### config.mk
export PLATFORM = sky130hd
export DESIGN_NAME = seg7_scan_driver
export DESIGN_NICKNAME = d
export VERILOG_FILES = /design/src/rtl/seg7_scan_driver_pkg.sv /design/src/rtl/seg7_decode.sv /design/src/rtl/seg7_scan_driver.sv
export VERILOG_INCLUDE_DIRS = /design/src /design/src/rtl
export SDC_FILE = /design/constraint.sdc
export NUM_CORES = 1
export LEC_CHECK = 0
export ABC_AREA = 0
export ABC_CLOCK_PERIOD_IN_PS = 1800
export BUFFER_PORTS_ARGS = -buffer_cell sky130_fd_sc_hd__buf_4
export CORE_ASPECT_RATIO = 1.25
export CORE_MARGIN = 1
export CORE_UTILIZATION = 53
export CTS_CLUSTER_SIZE = 24
export DETAILED_ROUTE_END_ITERATION = 10
export PLACE_DENSITY = 0.84
export SYNTH_ARGS = -nofsm -noshare
export SYNTH_HDL_FRONTEND = slang
export SYNTH_SLANG_ARGS = --single-unit
export TNS_END_PERCENT = 20
### constraint.sdc
create_clock -name clk -period 1.8 [get_ports clk]
set_input_delay 0.27 -clock clk [delete_from_list [all_inputs] [get_ports clk]]
set_output_delay 0.27 -clock clk [all_outputs]
set_load 0.02 [all_outputs]
### src/rtl/seg7_defs.vh
// Segment pattern constants for the 7-segment scan driver.
// All patterns are active-low in {g,f,e,d,c,b,a} order (bit 0 = segment a).
`ifndef SEG7_DEFS_VH
`define SEG7_DEFS_VH

localparam int SEG_W = 7;

localparam logic [6:0] SEG_PAT_0 = 7'b1000000;
localparam logic [6:0] SEG_PAT_1 = 7'b1111001;
localparam logic [6:0] SEG_PAT_2 = 7'b0100100;
localparam logic [6:0] SEG_PAT_3 = 7'b0110000;
localparam logic [6:0] SEG_PAT_4 = 7'b0011001;
localparam logic [6:0] SEG_PAT_5 = 7'b0010010;
localparam logic [6:0] SEG_PAT_6 = 7'b0000010;
localparam logic [6:0] SEG_PAT_7 = 7'b1111000;
localparam logic [6:0] SEG_PAT_8 = 7'b0000000;
localparam logic [6:0] SEG_PAT_9 = 7'b0010000;
localparam logic [6:0] SEG_PAT_A = 7'b0001000;
localparam logic [6:0] SEG_PAT_B = 7'b0000011;
localparam logic [6:0] SEG_PAT_C = 7'b1000110;
localparam logic [6:0] SEG_PAT_D = 7'b0100001;
localparam logic [6:0] SEG_PAT_E = 7'b0000110;
localparam logic [6:0] SEG_PAT_F = 7'b0001110;
localparam logic [6:0] SEG_BLANK = 7'b1111111;

`endif

### src/rtl/seg7_scan_driver_pkg.sv
// Shared types and segment constants for the multiplexed 7-segment driver.
package seg7_scan_driver_pkg;

  `include "seg7_defs.vh"

  typedef logic [SEG_W-1:0] seg_pat_t;

endpackage

### src/rtl/seg7_decode.sv
// Combinational 4-bit code to active-low segment pattern; codes 10-15 show
// hex letters only when hex_en is set, otherwise they are dark.
module seg7_decode
  import seg7_scan_driver_pkg::*;
(
  input  logic [3:0] code,
  input  logic       hex_en,
  input  logic       blank,
  output seg_pat_t   pattern
);

  // code lookup with forced-blank override
  always_comb begin
    pattern = SEG_BLANK;
    if (blank) begin
      pattern = SEG_BLANK;
    end else begin
      case (code)
        4'h0:    pattern = SEG_PAT_0;
        4'h1:    pattern = SEG_PAT_1;
        4'h2:    pattern = SEG_PAT_2;
        4'h3:    pattern = SEG_PAT_3;
        4'h4:    pattern = SEG_PAT_4;
        4'h5:    pattern = SEG_PAT_5;
        4'h6:    pattern = SEG_PAT_6;
        4'h7:    pattern = SEG_PAT_7;
        4'h8:    pattern = SEG_PAT_8;
        4'h9:    pattern = SEG_PAT_9;
        4'hA:    pattern = hex_en ? SEG_PAT_A : SEG_BLANK;
        4'hB:    pattern = hex_en ? SEG_PAT_B : SEG_BLANK;
        4'hC:    pattern = hex_en ? SEG_PAT_C : SEG_BLANK;
        4'hD:    pattern = hex_en ? SEG_PAT_D : SEG_BLANK;
        4'hE:    pattern = hex_en ? SEG_PAT_E : SEG_BLANK;
        4'hF:    pattern = hex_en ? SEG_PAT_F : SEG_BLANK;
        default: pattern = SEG_BLANK;
      endcase
    end
  end

endmodule

### src/rtl/seg7_scan_driver.sv
// Time-multiplexed common-anode 7-segment driver with a frame-synchronous
// double buffer, optional hex decode, decimal points and leading-zero blanking.
module seg7_scan_driver
  import seg7_scan_driver_pkg::*;
#(
  parameter int DIGITS   = 4,
  parameter int SCAN_DIV = 100000,
  parameter int HEX_MODE = 0
) (
  input  logic                  clk,
  input  logic                  rst_n,
  input  logic [4*DIGITS-1:0]   code_in,
  input  logic [DIGITS-1:0]     dp_in,
  input  logic                  load,
  input  logic                  lz_blank,
  input  logic                  enable,
  output logic [DIGITS-1:0]     an,
  output logic [6:0]            seg,
  output logic                  dp,
  output logic                  frame_start
);

  localparam int DIV_W = (SCAN_DIV > 2) ? $clog2(SCAN_DIV) : 1;
  localparam int IDX_W = (DIGITS > 2) ? $clog2(DIGITS) : 1;
  localparam logic [DIV_W-1:0] DIV_LAST = DIV_W'(SCAN_DIV - 1);
  localparam logic [IDX_W-1:0] IDX_LAST = IDX_W'(DIGITS - 1);
  localparam logic             HEX_EN   = (HEX_MODE != 0);

  logic [DIV_W-1:0]    div_r;
  logic [IDX_W-1:0]    idx_r;
  logic [4*DIGITS-1:0] active_code_r;
  logic [DIGITS-1:0]   active_dp_r;
  logic [4*DIGITS-1:0] pend_code_r;
  logic [DIGITS-1:0]   pend_dp_r;
  logic                pend_r;

  logic                tick_s;
  logic                boundary_s;
  logic [3:0]          sel_code_s;
  logic                sel_dp_s;
  logic                sel_blank_s;
  logic [DIGITS-1:0]   an_sel_s;
  logic [DIGITS-1:0]   zero_from_s;
  seg_pat_t            pattern_s;

  // The divider only advances while enabled, so a disabled display also freezes the scan.
  assign tick_s     = enable && (div_r == DIV_LAST);
  assign boundary_s = tick_s && (idx_r == IDX_LAST);

  // slot divider and digit index
  always_ff @(posedge clk or negedge rst_n) begin
    if (!rst_n) begin
      div_r <= '0;
      idx_r <= '0;
    end else if (tick_s) begin
      div_r <= '0;
      idx_r <= (idx_r == IDX_LAST) ? '0 : idx_r + IDX_W'(1);
    end else if (enable) begin
      div_r <= div_r + DIV_W'(1);
    end else begin
      div_r <= div_r;
      idx_r <= idx_r;
    end
  end

  // pending/active double buffer; commits happen only on a frame boundary
  always_ff @(posedge clk or negedge rst_n) begin
    if (!rst_n) begin
      active_code_r <= '0;
      active_dp_r   <= '0;
      pend_code_r   <= '0;
      pend_dp_r     <= '0;
      pend_r        <= 1'b0;
    end else if (load && boundary_s) begin
      active_code_r <= code_in;
      active_dp_r   <= dp_in;
      pend_r        <= 1'b0;
    end else if (load) begin
      pend_code_r <= code_in;
      pend_dp_r   <= dp_in;
      pend_r      <= 1'b1;
    end else if (boundary_s && pend_r) begin
      active_code_r <= pend_code_r;
      active_dp_r   <= pend_dp_r;
      pend_r        <= 1'b0;
    end else begin
      pend_r <= pend_r;
    end
  end

  // digit selection, anode one-hot and leading-zero run from the top digit down
  always_comb begin
    logic zero_run;
    zero_run    = 1'b1;
    sel_code_s  = 4'h0;
    sel_dp_s    = 1'b0;
    sel_blank_s = 1'b0;
    an_sel_s    = '1;
    zero_from_s = '0;
    for (int i = DIGITS - 1; i >= 0; i--) begin
      zero_run       = zero_run && (active_code_r[4*i +: 4] == 4'h0);
      zero_from_s[i] = zero_run;
    end
    for (int i = 0; i < DIGITS; i++) begin
      if (idx_r == IDX_W'(i)) begin
        sel_code_s  = active_code_r[4*i +: 4];
        sel_dp_s    = active_dp_r[i];
        sel_blank_s = lz_blank && (i != 0) && zero_from_s[i];
        an_sel_s[i] = 1'b0;
      end else begin
        an_sel_s[i] = 1'b1;
      end
    end
  end

  seg7_decode u_decode (
    .code    (sel_code_s),
    .hex_en  (HEX_EN),
    .blank   (sel_blank_s),
    .pattern (pattern_s)
  );

  // registered display outputs, one cycle behind the index
  always_ff @(posedge clk or negedge rst_n) begin
    if (!rst_n) begin
      an          <= '1;
      seg         <= SEG_BLANK;
      dp          <= 1'b1;
      frame_start <= 1'b0;
    end else begin
      frame_start <= boundary_s;
      if (enable) begin
        an  <= an_sel_s;
        seg <= pattern_s;
        dp  <= ~sel_dp_s;
      end else begin
        an  <= '1;
        seg <= SEG_BLANK;
        dp  <= 1'b1;
      end
    end
  end

endmodule

==> impl_results.md, run 1 <==
* CTS tree: done
* Synth Area in Simple Gates at 0.186
* CP Class: reg -> reg
* # H-tree levels at 3
* Die area at a little over 7000 µm²
* CTS sink cnt at 73
* Initial antenna violation count at 0
* Post-synthesis mux area share at 0.0905
* Commonest cells in the synthesized netlist: 61 x dfrtp_1, 25 x nand2_1, 25 x nor2_1
* Gr usage total at 0.263
* Area growth syn-to-layout at 36.9%
* Number of synthesized flops with an enable pin at 0
* Critical path's largest stage delay at ~0.45 ns
* Pre-CTS WS at -0.214 ns
* Worst-Skew Late Latency at 0.35 ns
* Post-synth cell types at 51
* Core area at 6610 µm²
* Port buffer count at 37
* Xor and xnor fraction of the mapped netlist area at 0.0311
* Layout cells sized above 1 at 0.466
* Post-Layout Cell Count at roughly 520
* Avg Cell Area, Syn at 11.2 µm²
* Mapped Area at 3660 µm²
* Crit-path max FO at 6
* Vias in the first global route at approximately 3,100
* Static Leak at 2.27 nW
* Clock Root Buffer: clkbuf_8
* Vias per cell at between 5 and 6
* Final count of pins violating max slew at 0
* Tmin final at 1.94 ns
* Ports at 38
* YS warnings at 0
* Final nets at 456
* Worst endpoint required time at 2.06 ns
* PD cells at 823 nW/µm²
* Max VDD drop at 0.762 mV
* Sequential fraction of the synthesis area at 0.503
* TritonCTS buffer count at 9
* Flip-flop and latch area at roughly 1800 µm²
* Post-synth top area share at 0.417
* Setup Viol. Count Final at 27
* First drt pass iteration count at 4
* Status: complete, but fails checks
* Worst Slack Setup Final at -0.137 ns
* Clock skew at 0.0102 ns
* Final period util at 1.08
* Adder-cell share of the synthesized area at 0.0171
* Critical path's top delay family: compound AO/OA/AOI/OAI gates
* RSZ-0062 raised after global routing: true
* Clk slew on worst S/H paths at 0.08 ns
* Syn Nets at approximately 360
* Chip height at 94.9 µm
* Multi-input gate area at around 1900 µm²
* # rows at 33
* Inserted Diodes at 0
* Fillers at 374
* Cells after Synth at approximately 330
* Fmax at around 0.52 GHz
* CP endpoint kind: flip-flop
* Ys async rst share at 1.00
* DRT Wirelength at about 9500 µm
* Slowest CP cell: dfrtp_2
* Placed insts at between 400 and 500
* Worst path cell trace: inv_4, buf_6, ha_4, nand3b_1, a221oi_2, buf_4, nor2_1, o21ai_1, nand4_1
* WP buf/inv at 3
* Largest net degree at the start of global routing at 27
* DP HPWL at 6000 µm
* Avg WL per Cell at around 18 µm
* Slew @ Worst Pin at 0.386 ns
* R2r setup slk at -0.14 ns
* Die width at 76.4 µm
* Initial DRC count at 255
* GP Congestion at about 0.89
* Synth area leader: dfrtp_1
* Final Util at 0.759
* DRC at 0
* Initial Util at 0.554
* First-pass GRT wire length at roughly 15,000 µm
* Top cells by area, synth: dfrtp_1 42%, dfstp_2 8.6%, mux2_4 8.2%
* Yosys reg bits at 73
* Via count at between 3,000 and 4,000
* Max_slew headroom at 0.743
* Largest family of logic cells by synthesized area: simple AND/OR/NAND/NOR gates
* Failing checks: negative setup slack
* Count of final hold-check violations at 0
* Synth Area in Compound Gates at 0.135
* Worst hold path type: in -> reg
* Post-DRT Antenna Nets at 0
* CP Launch Type: flip-flop
* Grt ovf at 0
* CP Data Arrival Time at 2.20 ns
* Clk buf depth at 2
* Top-count cell post-synth: dfrtp_1
* Main synth FF type: dfrtp_1
* Max-Cap Viols at 0
kinds of logic after synthesis:
family	count (synthesis)
AND/OR/NAND/NOR	116
flip-flops	73
AO/OA/AOI/OAI	70
multiplexers	23
adder cells (fa/ha/maj)	5
buffers and inverters	28
XOR/XNOR	13
path summary, 6_finish.rpt:
check	startpoint	end	cells past startpoint
worst max register to register	idx_r[1]$_DFFE_PN0P_	seg[3]$_DFF_PN1_	9
worst max-delay path	idx_r[1]$_DFFE_PN0P_	seg[3]$_DFF_PN1_	9
max in group asynchronous	rst_n	an[0]$_DFF_PN1_	3
worst min register to register	active_code_r[3]$_DFFE_PN0P_	active_code_r[3]$_DFFE_PN0P_	1
min in group asynchronous	rst_n	pend_dp_r[0]$_DFFE_PN0P_	2
worst min-delay path	code_in[0]	pend_code_r[0]$_DFFE_PN0P_	2
final cells by class:
type	instances	share of cell area
Clock buffer	10	0.0275
Clock inverter	6	0.0230
Inverter	10	0.00849
Multi-Input combinational cell	227	0.384
Sequential cell	73	0.368
Tap cell	87	0.0217
Timing Repair Buffer	105	0.167
stage by stage:
step	power (mW)	cell area, µm²	setup TNS, ns	hold WS, ns
2_1_floorplan	2.19	3680	0	-0.0256
3_3_place_gp	2.46	4360	-1.92	0.187
3_5_place_dp	2.50	4360	-3.05	0.193
4_1_cts	4.09	4830	-0.0295	0.148
5_1_grt	4.29	5010	-3.65	0.141
6_report	4.12	5010	-1.47	0.151
per-layer routing:
metal / global-route usage / vias up / wire, µm
li1: - / 1378 / -
met1: 0.290 / 1500 / 3800
met2: 0.466 / 110 / 4960
met3: 0.0483 / 33 / 403
met4: 0.171 / 0 / 384
met5: 0 / - / 0
cell usage in the layout, fill, tap and decap left out, drive strengths merged, types with 9 or more instances in the layout:
cell type  synthesis  layout
and3b             15      15
a21oi             23      23
clkbuf             9      10
mux2              21      21
o2bb2ai           17      17
nand2             26      26
buf                9     104
o21ai              9       9
inv               10      10
dfrtp             61      61
nor2              25      25
dfstp             12      12
flip-flops by register name, summed over array words and instances (netlist names):
signal	flops
div_r	17
active_code_r	16
pend_code_r	16
seg	7
active_dp_r	4
an	4
pend_dp_r	4
idx_r	2
dp	1
frame_start	1
pend_r	1
power by group:
| part | leakage, nW | internal (mW) | switching (mW) | total (mW) |
|---|---|---|---|---|
| clock network | 0.123 | 0.963 | 0.643 | 1.61 |
| registers | 0.901 | 1.77 | 0.0951 | 1.87 |
| logic | 1.25 | 0.358 | 0.294 | 0.652 |
| total | 2.27 | 3.09 | 1.03 | 4.12 |
timing repair:
action,CTS,global route
resized for setup,36,28
hold buffers,1,0
pin swaps,4,18
endpoints found under the hold margin,23,0
buffers inserted,9,8
endpoints found under the setup margin,32,49
gates cloned,0,1
No activity file was read; power rests on OpenSTA's default activity.
==> run 2: changes to the inputs <==
- ABC_CLOCK_PERIOD_IN_PS: 1800 -> 1600
- CORE_MARGIN: 1 -> 10
- clock period: 1.8 -> 1.6 ns (I/O delays scaled with it)
==> run 2 against run 1 <==
Net effect: the flow still finishes with violations (negative setup slack); hold slack lost 0.041 ns; worst setup slack lost 0.16 ns; die area grew 47%; final cell count grew 0.39%; critical endpoint is now pend_code_r[14]$_DFFE_PN0P_; critical path type unchanged.
==> impl_results.md, run 2 (synthesized netlist as in run 1, its figures left out) <==
* Status: complete, but fails checks
* Failing checks: negative setup slack
* Fillers at 358 (-4.3%)
* Worst-Skew Late Latency at 0.37 ns (+0.02 ns)
* First drt pass iteration count at 4 (unchanged)
* CP endpoint kind: flip-flop
* # rows at 33 (unchanged)
* Layout cells sized above 1 at 0.483 (+0.0163)
* Vias per cell at 6.01 (+3.1%)
* Worst endpoint required time at 1.86 ns (-0.20 ns)
* TritonCTS buffer count at 9 (unchanged)
* RSZ-0062 raised after global routing: true
* Area growth syn-to-layout at 39.6%
* Largest net degree at the start of global routing at 31 (+15%)
* Clock Root Buffer: clkbuf_8
* CTS sink cnt at 73 (unchanged)
* Grt ovf at 0 (unchanged)
* Pre-CTS WS at -0.360 ns (-0.146 ns)
* # H-tree levels at 3 (unchanged)
* Initial antenna violation count at 0 (unchanged)
* Total power at 4.51 mW (+9.3%)
* Die width at 94.4 µm (+24%)
* Via count at 3,127 (+3.5%)
* Final setup TNS at -11.54 ns (-10.07 ns)
* Static Leak at 2.34 nW (+3.2%)
* Tmin final at 1.90 ns (-0.0386 ns)
* Clk buf depth at 2 (unchanged)
* Final Util at 0.769 (+0.0103)
* Chip height at 113 µm (+19%)
* CP Launch Type: flip-flop
* Max-Cap Viols at 0 (unchanged)
* Die area at 10,700 µm² (+47%)
* Leading cell type in the layout, fill and taps excluded: buf_4
* DRT Wirelength at 10,800 µm (+13%)
* Largest regs: div_r x17, active_code_r x16, pend_code_r x16
* Core area at 6650 µm² (+0.63%)
* Clock skew at 0.0154 ns (+0.00518 ns)
* GP Congestion at 0.910 (+2.7%)
* DRC at 0 (unchanged)
* Port buffer count at 37 (unchanged)
* First-pass GRT wire length at 15,100 µm (+3.5%)
* Initial Util at 0.551 (-0.00344)
* Vias in the first global route at 3,148 (+0.41%)
* Hold slack at 0.111 ns (-0.0409 ns)
* Slew @ Worst Pin at 0.403 ns (+0.0179 ns)
* Worst Slack Setup Final at -0.299 ns (-0.161 ns)
* PD cells at 882 nW/µm² (+7.2%)
* Setup Viol. Count Final at 61 (+130%)
* Gr usage total at 0.176 (-0.0866)
* Max VDD drop at 0.696 mV (-8.6%)
* CP Data Arrival Time at 2.16 ns (-0.04 ns)
* Avg WL per Cell at 20.8 µm (+13%)
* CP Class: reg -> reg
* Most flops, register: div_r
* Final count of pins violating max slew at 0 (unchanged)
* Clk slew on worst S/H paths at 0.09 ns (about the same)
* Post-DRT Antenna Nets at 0 (unchanged)
* Multi-input gate area at 2000 µm² (+3.7%)
* Final period util at 1.19 (+0.110)
* CTS tree: done
* Fmax at 0.527 GHz (+2.0%)
* Most frequent cells in the layout: 92 x buf_4, 59 x dfrtp_1, 24 x nand2_1
* Worst hold path type: in -> reg
* Ports at 38 (unchanged)
* Initial DRC count at 213 (-16%)
* Flip-flop and latch area at 1840 µm² (unchanged)
* Final nets at 458 (+0.44%)
* Crit-path max FO at 7 (+1)
* Largest register FFs at 17 (unchanged)
* Inserted Diodes at 0 (unchanged)
* Count of final hold-check violations at 0 (unchanged)
* Max_slew headroom at 0.731 (-0.0119)
* DP HPWL at 6190 µm (+3.3%)
[run 2: report_power, final]
| group | total, mW | switching (mW) | internal (mW) |
|---|---|---|---|
| clock | 1.58 | 0.714 | 0.870 |
| combinational | 0.811 | 0.372 | 0.439 |
| sequential | 2.11 | 0.119 | 1.99 |
[run 2: stage by stage]
| step | cells | area (µm²) |
|---|---|---|
| detailed placement | 493 | 4460 |
| global placement | 493 | 4460 |
| floorplan | 328 | 3710 |
| CTS | 514 | 4810 |
| finish | 520 | 5110 |
| global route | 520 | 5110 |
[run 2: cell type report]
| cell class | count | area share |
|---|---|---|
| repair buffers | 107 | 0.179 |
| clock inverters | 6 | 0.0161 |
| well taps | 87 | 0.0213 |
| clock buffers | 10 | 0.0250 |
| flip-flops and latches | 73 | 0.361 |
| multi-input cells | 227 | 0.391 |
| inverters | 10 | 0.00734 |
[run 2: worst paths after layout]
path | endpoint | slack (ns) | cells past startpoint | startpoint
setup / recovery | pend_code_r[14]$_DFFE_PN0P_ | -0.30 | 7 | div_r[0]$_DFFE_PN0P_
hold reg to reg | pend_code_r[2]$_DFFE_PN0P_ | 0.51 | 1 | pend_code_r[2]$_DFFE_PN0P_
hold / removal | pend_code_r[5]$_DFFE_PN0P_ | 0.11 | 2 | code_in[5]
min in group asynchronous | pend_dp_r[1]$_DFFE_PN0P_ | 0.33 | 2 | rst_n
max in group asynchronous | seg[5]$_DFF_PN1_ | 0.63 | 3 | rst_n
setup reg to reg | pend_code_r[14]$_DFFE_PN0P_ | -0.30 | 7 | div_r[0]$_DFFE_PN0P_
[run 2: what timing repair did]
item                                    4_1_cts  5_1_grt
hold buffers                                  1        0
endpoints found under the setup margin       56       64
hold endpoints to repair                     27        0
pin swaps                                     4       17
buffers inserted                              4        4
resized for setup                            24       48
gates cloned                                  0        2
[run 2: metal layers]
metal  track usage  routed length, µm
met1         0.194               4170
met5             0                  0
met4        0.0690                382
met2         0.312               5690
met3        0.0430                554
[run 2: critical path, cell delays in order (launching register included)]
cell       delay (ns)
dfrtp_1          0.38
ha_2             0.22
nand4_4          0.15
nor4_4           0.19
and4_4           0.31
nor2b_4          0.07
clkbuf_16        0.17
mux2_4           0.29
==> run 3: changes to the inputs <==
- ABC_CLOCK_PERIOD_IN_PS: 1600 -> 1900
- CORE_UTILIZATION: 53 -> 59
- PLACE_DENSITY: 0.84 -> 0.88
- clock period: 1.6 -> 1.9 ns (I/O delays scaled with it)
==> run 3 against run 2 <==
Net effect: clock-buffer cell count down 1; worst setup slack better by 0.19 ns; critical path depth grew 1; critical path type unchanged; first-iteration DRC count is 43% higher; non-clock buffer count is 30 lower; fmax is 5.7% lower; total power down 22%; the run still ends with negative setup slack left; hold slack better by 0.015 ns; clock skew decreased by 0.0068 ns; routed wire length down 9.4%.
==> impl_results.md, run 3 (synthesized netlist as in run 1, its figures left out) <==
* Worst-Skew Late Latency at 0.36 ns (about the same)
* Final Util at 0.765 (-0.00465)
* Leading cell type in the layout, fill and taps excluded: buf_4
* Grt met3 use at 0.0416 (-0.00138)
* Fmax at 0.497 GHz (-5.7%)
* Placed insts at 455 (-7.7%)
* Static Leak at 2.09 nW (-11%)
* CP Class: reg -> reg
* Most flops, register: div_r
* Crit-path max FO at 6 (-1)
* Slew @ Worst Pin at 0.621 ns (+0.217 ns)
* Core area at 6090 µm² (-8.5%)
* Grt ovf at 0 (unchanged)
* Max_slew headroom at 0.586 (-0.145)
* Largest net degree at the start of global routing at 40 (+29%)
* Max-Cap Viols at 0 (unchanged)
* Clock skew at 0.00854 ns (-0.00684 ns)
* Tmin final at 2.01 ns (+0.114 ns)
* R2r setup slk at -0.11 ns (+0.19 ns)
* DRT Wirelength at 9780 µm (-9.4%)
* Most frequent cells in the layout: 67 x buf_4, 60 x dfrtp_1, 24 x nand2_1, 24 x nor2_1, 22 x a21oi_1
* Clk buf depth at 2 (unchanged)
* DRC at 0 (unchanged)
* # H-tree levels at 3 (unchanged)
* Avg WL per Cell at 20.0 µm (-3.5%)
* Setup Viol. Count Final at 20 (-67%)
* CP Data Arrival Time at 2.29 ns (+0.13 ns)
* Ports at 38 (unchanged)
* Inserted Diodes at 0 (unchanged)
* Layout cells sized above 1 at 0.402 (-0.0807)
* Multi-input gate area at 1850 µm² (-7.3%)
* RSZ-0062 raised after global routing: true
* Clk slew on worst S/H paths at 0.08 ns (about the same)
* Worst hold path type: in -> reg
* Initial antenna violation count at 0 (unchanged)
* DP HPWL at 5940 µm (-4.1%)
* Max VDD drop at 0.710 mV (+2.0%)
* Initial DRC count at 305 (+43%)
* First drt pass iteration count at 5 (+1)
* Gr usage total at 0.179 (+0.00275)
* PD cells at 755 nW/µm² (-14%)
* CP Launch Type: flip-flop
* First-pass GRT wire length at 14,200 µm (-5.8%)
* Worst endpoint required time at 2.17 ns (+0.31 ns)
* CTS sink cnt at 73 (unchanged)
* Post-Layout Cell Count at 488 (-6.2%)
* GR met1 Demand/Resource at 0.201 (+0.00684)
* Vias per cell at 6.10 (+1.5%)
* Port buffer count at 37 (unchanged)
* Hold slack at 0.125 ns (+0.0149 ns)
* Via count at 2,979 (-4.7%)
* Vias in the first global route at 2,938 (-6.7%)
* Die area at 9780 µm² (-8.2%)
* Count of final hold-check violations at 0 (unchanged)
* Post-DRT Antenna Nets at 0 (unchanged)
* Status: complete, but fails checks
* Die width at 90.5 µm (-4.1%)
* Largest regs: div_r x17, active_code_r x16, pend_code_r x16
* M2 GR Usage at 0.311 (-0.000781)
* Top Usage Layer GRT: met2
* Clock Root Buffer: clkbuf_8
* CTS tree: done
* Largest register FFs at 17 (unchanged)
* Initial Util at 0.602 (+0.0509)
* Worst Slack Setup Final at -0.113 ns (+0.186 ns)
* Flip-flop and latch area at 1840 µm² (about the same)
* Area growth syn-to-layout at 27.1%
* Final period util at 1.06 (-0.127)
* # rows at 32 (-3.0%)
* Final nets at 428 (-6.6%)
* GP Congestion at 0.899 (-1.2%)
* TritonCTS buffer count at 9 (unchanged)
* Final count of pins violating max slew at 0 (unchanged)
* Fillers at 365 (+2.0%)
* Chip height at 108 µm (-4.3%)
* Failing checks: negative setup slack
* CP endpoint kind: flip-flop
run 3: layout make-up:
| cell class | count | share of cell area |
|---|---|---|
| multi-input cells | 227 | 0.398 |
| flip-flops and latches | 73 | 0.396 |
| repair buffers | 77 | 0.133 |
| clock buffers | 9 | 0.0266 |
| well taps | 85 | 0.0229 |
| clock inverters | 7 | 0.0153 |
| inverters | 10 | 0.00860 |
run 3: timing repair:
item	CTS	global route
pin swaps	2	10
setup endpoints to repair	28	37
gates resized for setup	13	35
setup buffers	2	14
endpoints found under the hold margin	37	0
hold buffers	1	0
run 3: per-stage QoR:
step	TNS (ns)	power [mW]	setup slack (ns)	area, µm²
finish	-0.483	3.51	-0.113	4650
floorplan	0	2.07	0.0454	3660
global route	-1.92	3.66	-0.206	4650
global placement	-0.0576	2.27	-0.0502	4130
CTS	-0.00786	3.49	-0.00786	4400
detailed placement	-1.65	2.30	-0.123	4130
run 3: path summary, 6_finish.rpt:
kind | start | depth (start not counted) | end
min in group asynchronous | rst_n | 2 | pend_dp_r[0]$_DFFE_PN0P_
setup / recovery | idx_r[0]$_DFFE_PN0P_ | 8 | seg[5]$_DFF_PN1_
setup reg to reg | idx_r[0]$_DFFE_PN0P_ | 8 | seg[5]$_DFF_PN1_
hold / removal | enable | 2 | an[0]$_DFF_PN1_
hold reg to reg | active_code_r[12]$_DFFE_PN0P_ | 1 | active_code_r[12]$_DFFE_PN0P_
max in group asynchronous | rst_n | 3 | an[2]$_DFF_PN1_
run 3: layer usage:
layer / vias to the layer above / part of all wire
met1: 1463 / 0.39
met5: - / 0
li1: 1316 / -
met4: 0 / 0.043
met3: 45 / 0.052
met2: 155 / 0.52
run 3: worst max-delay path, stage by stage (launching register included):
cell	delay [ns]
dfrtp_2	0.47
inv_4	0.08
ha_4	0.19
a211oi_2	0.33
a221o_1	0.38
buf_4	0.17
a21oi_1	0.06
nor2_1	0.13
nand3_1	0.10
run 3: report_power, final:
group | internal, mW | leakage, nW | switching (mW) | total (mW)
Sequential | 1.68 | 0.901 | 0.129 | 1.81
Combinational | 0.273 | 1.09 | 0.232 | 0.506
Clock | 0.602 | 0.0912 | 0.599 | 1.20
Total | 2.55 | 2.09 | 0.961 | 3.51
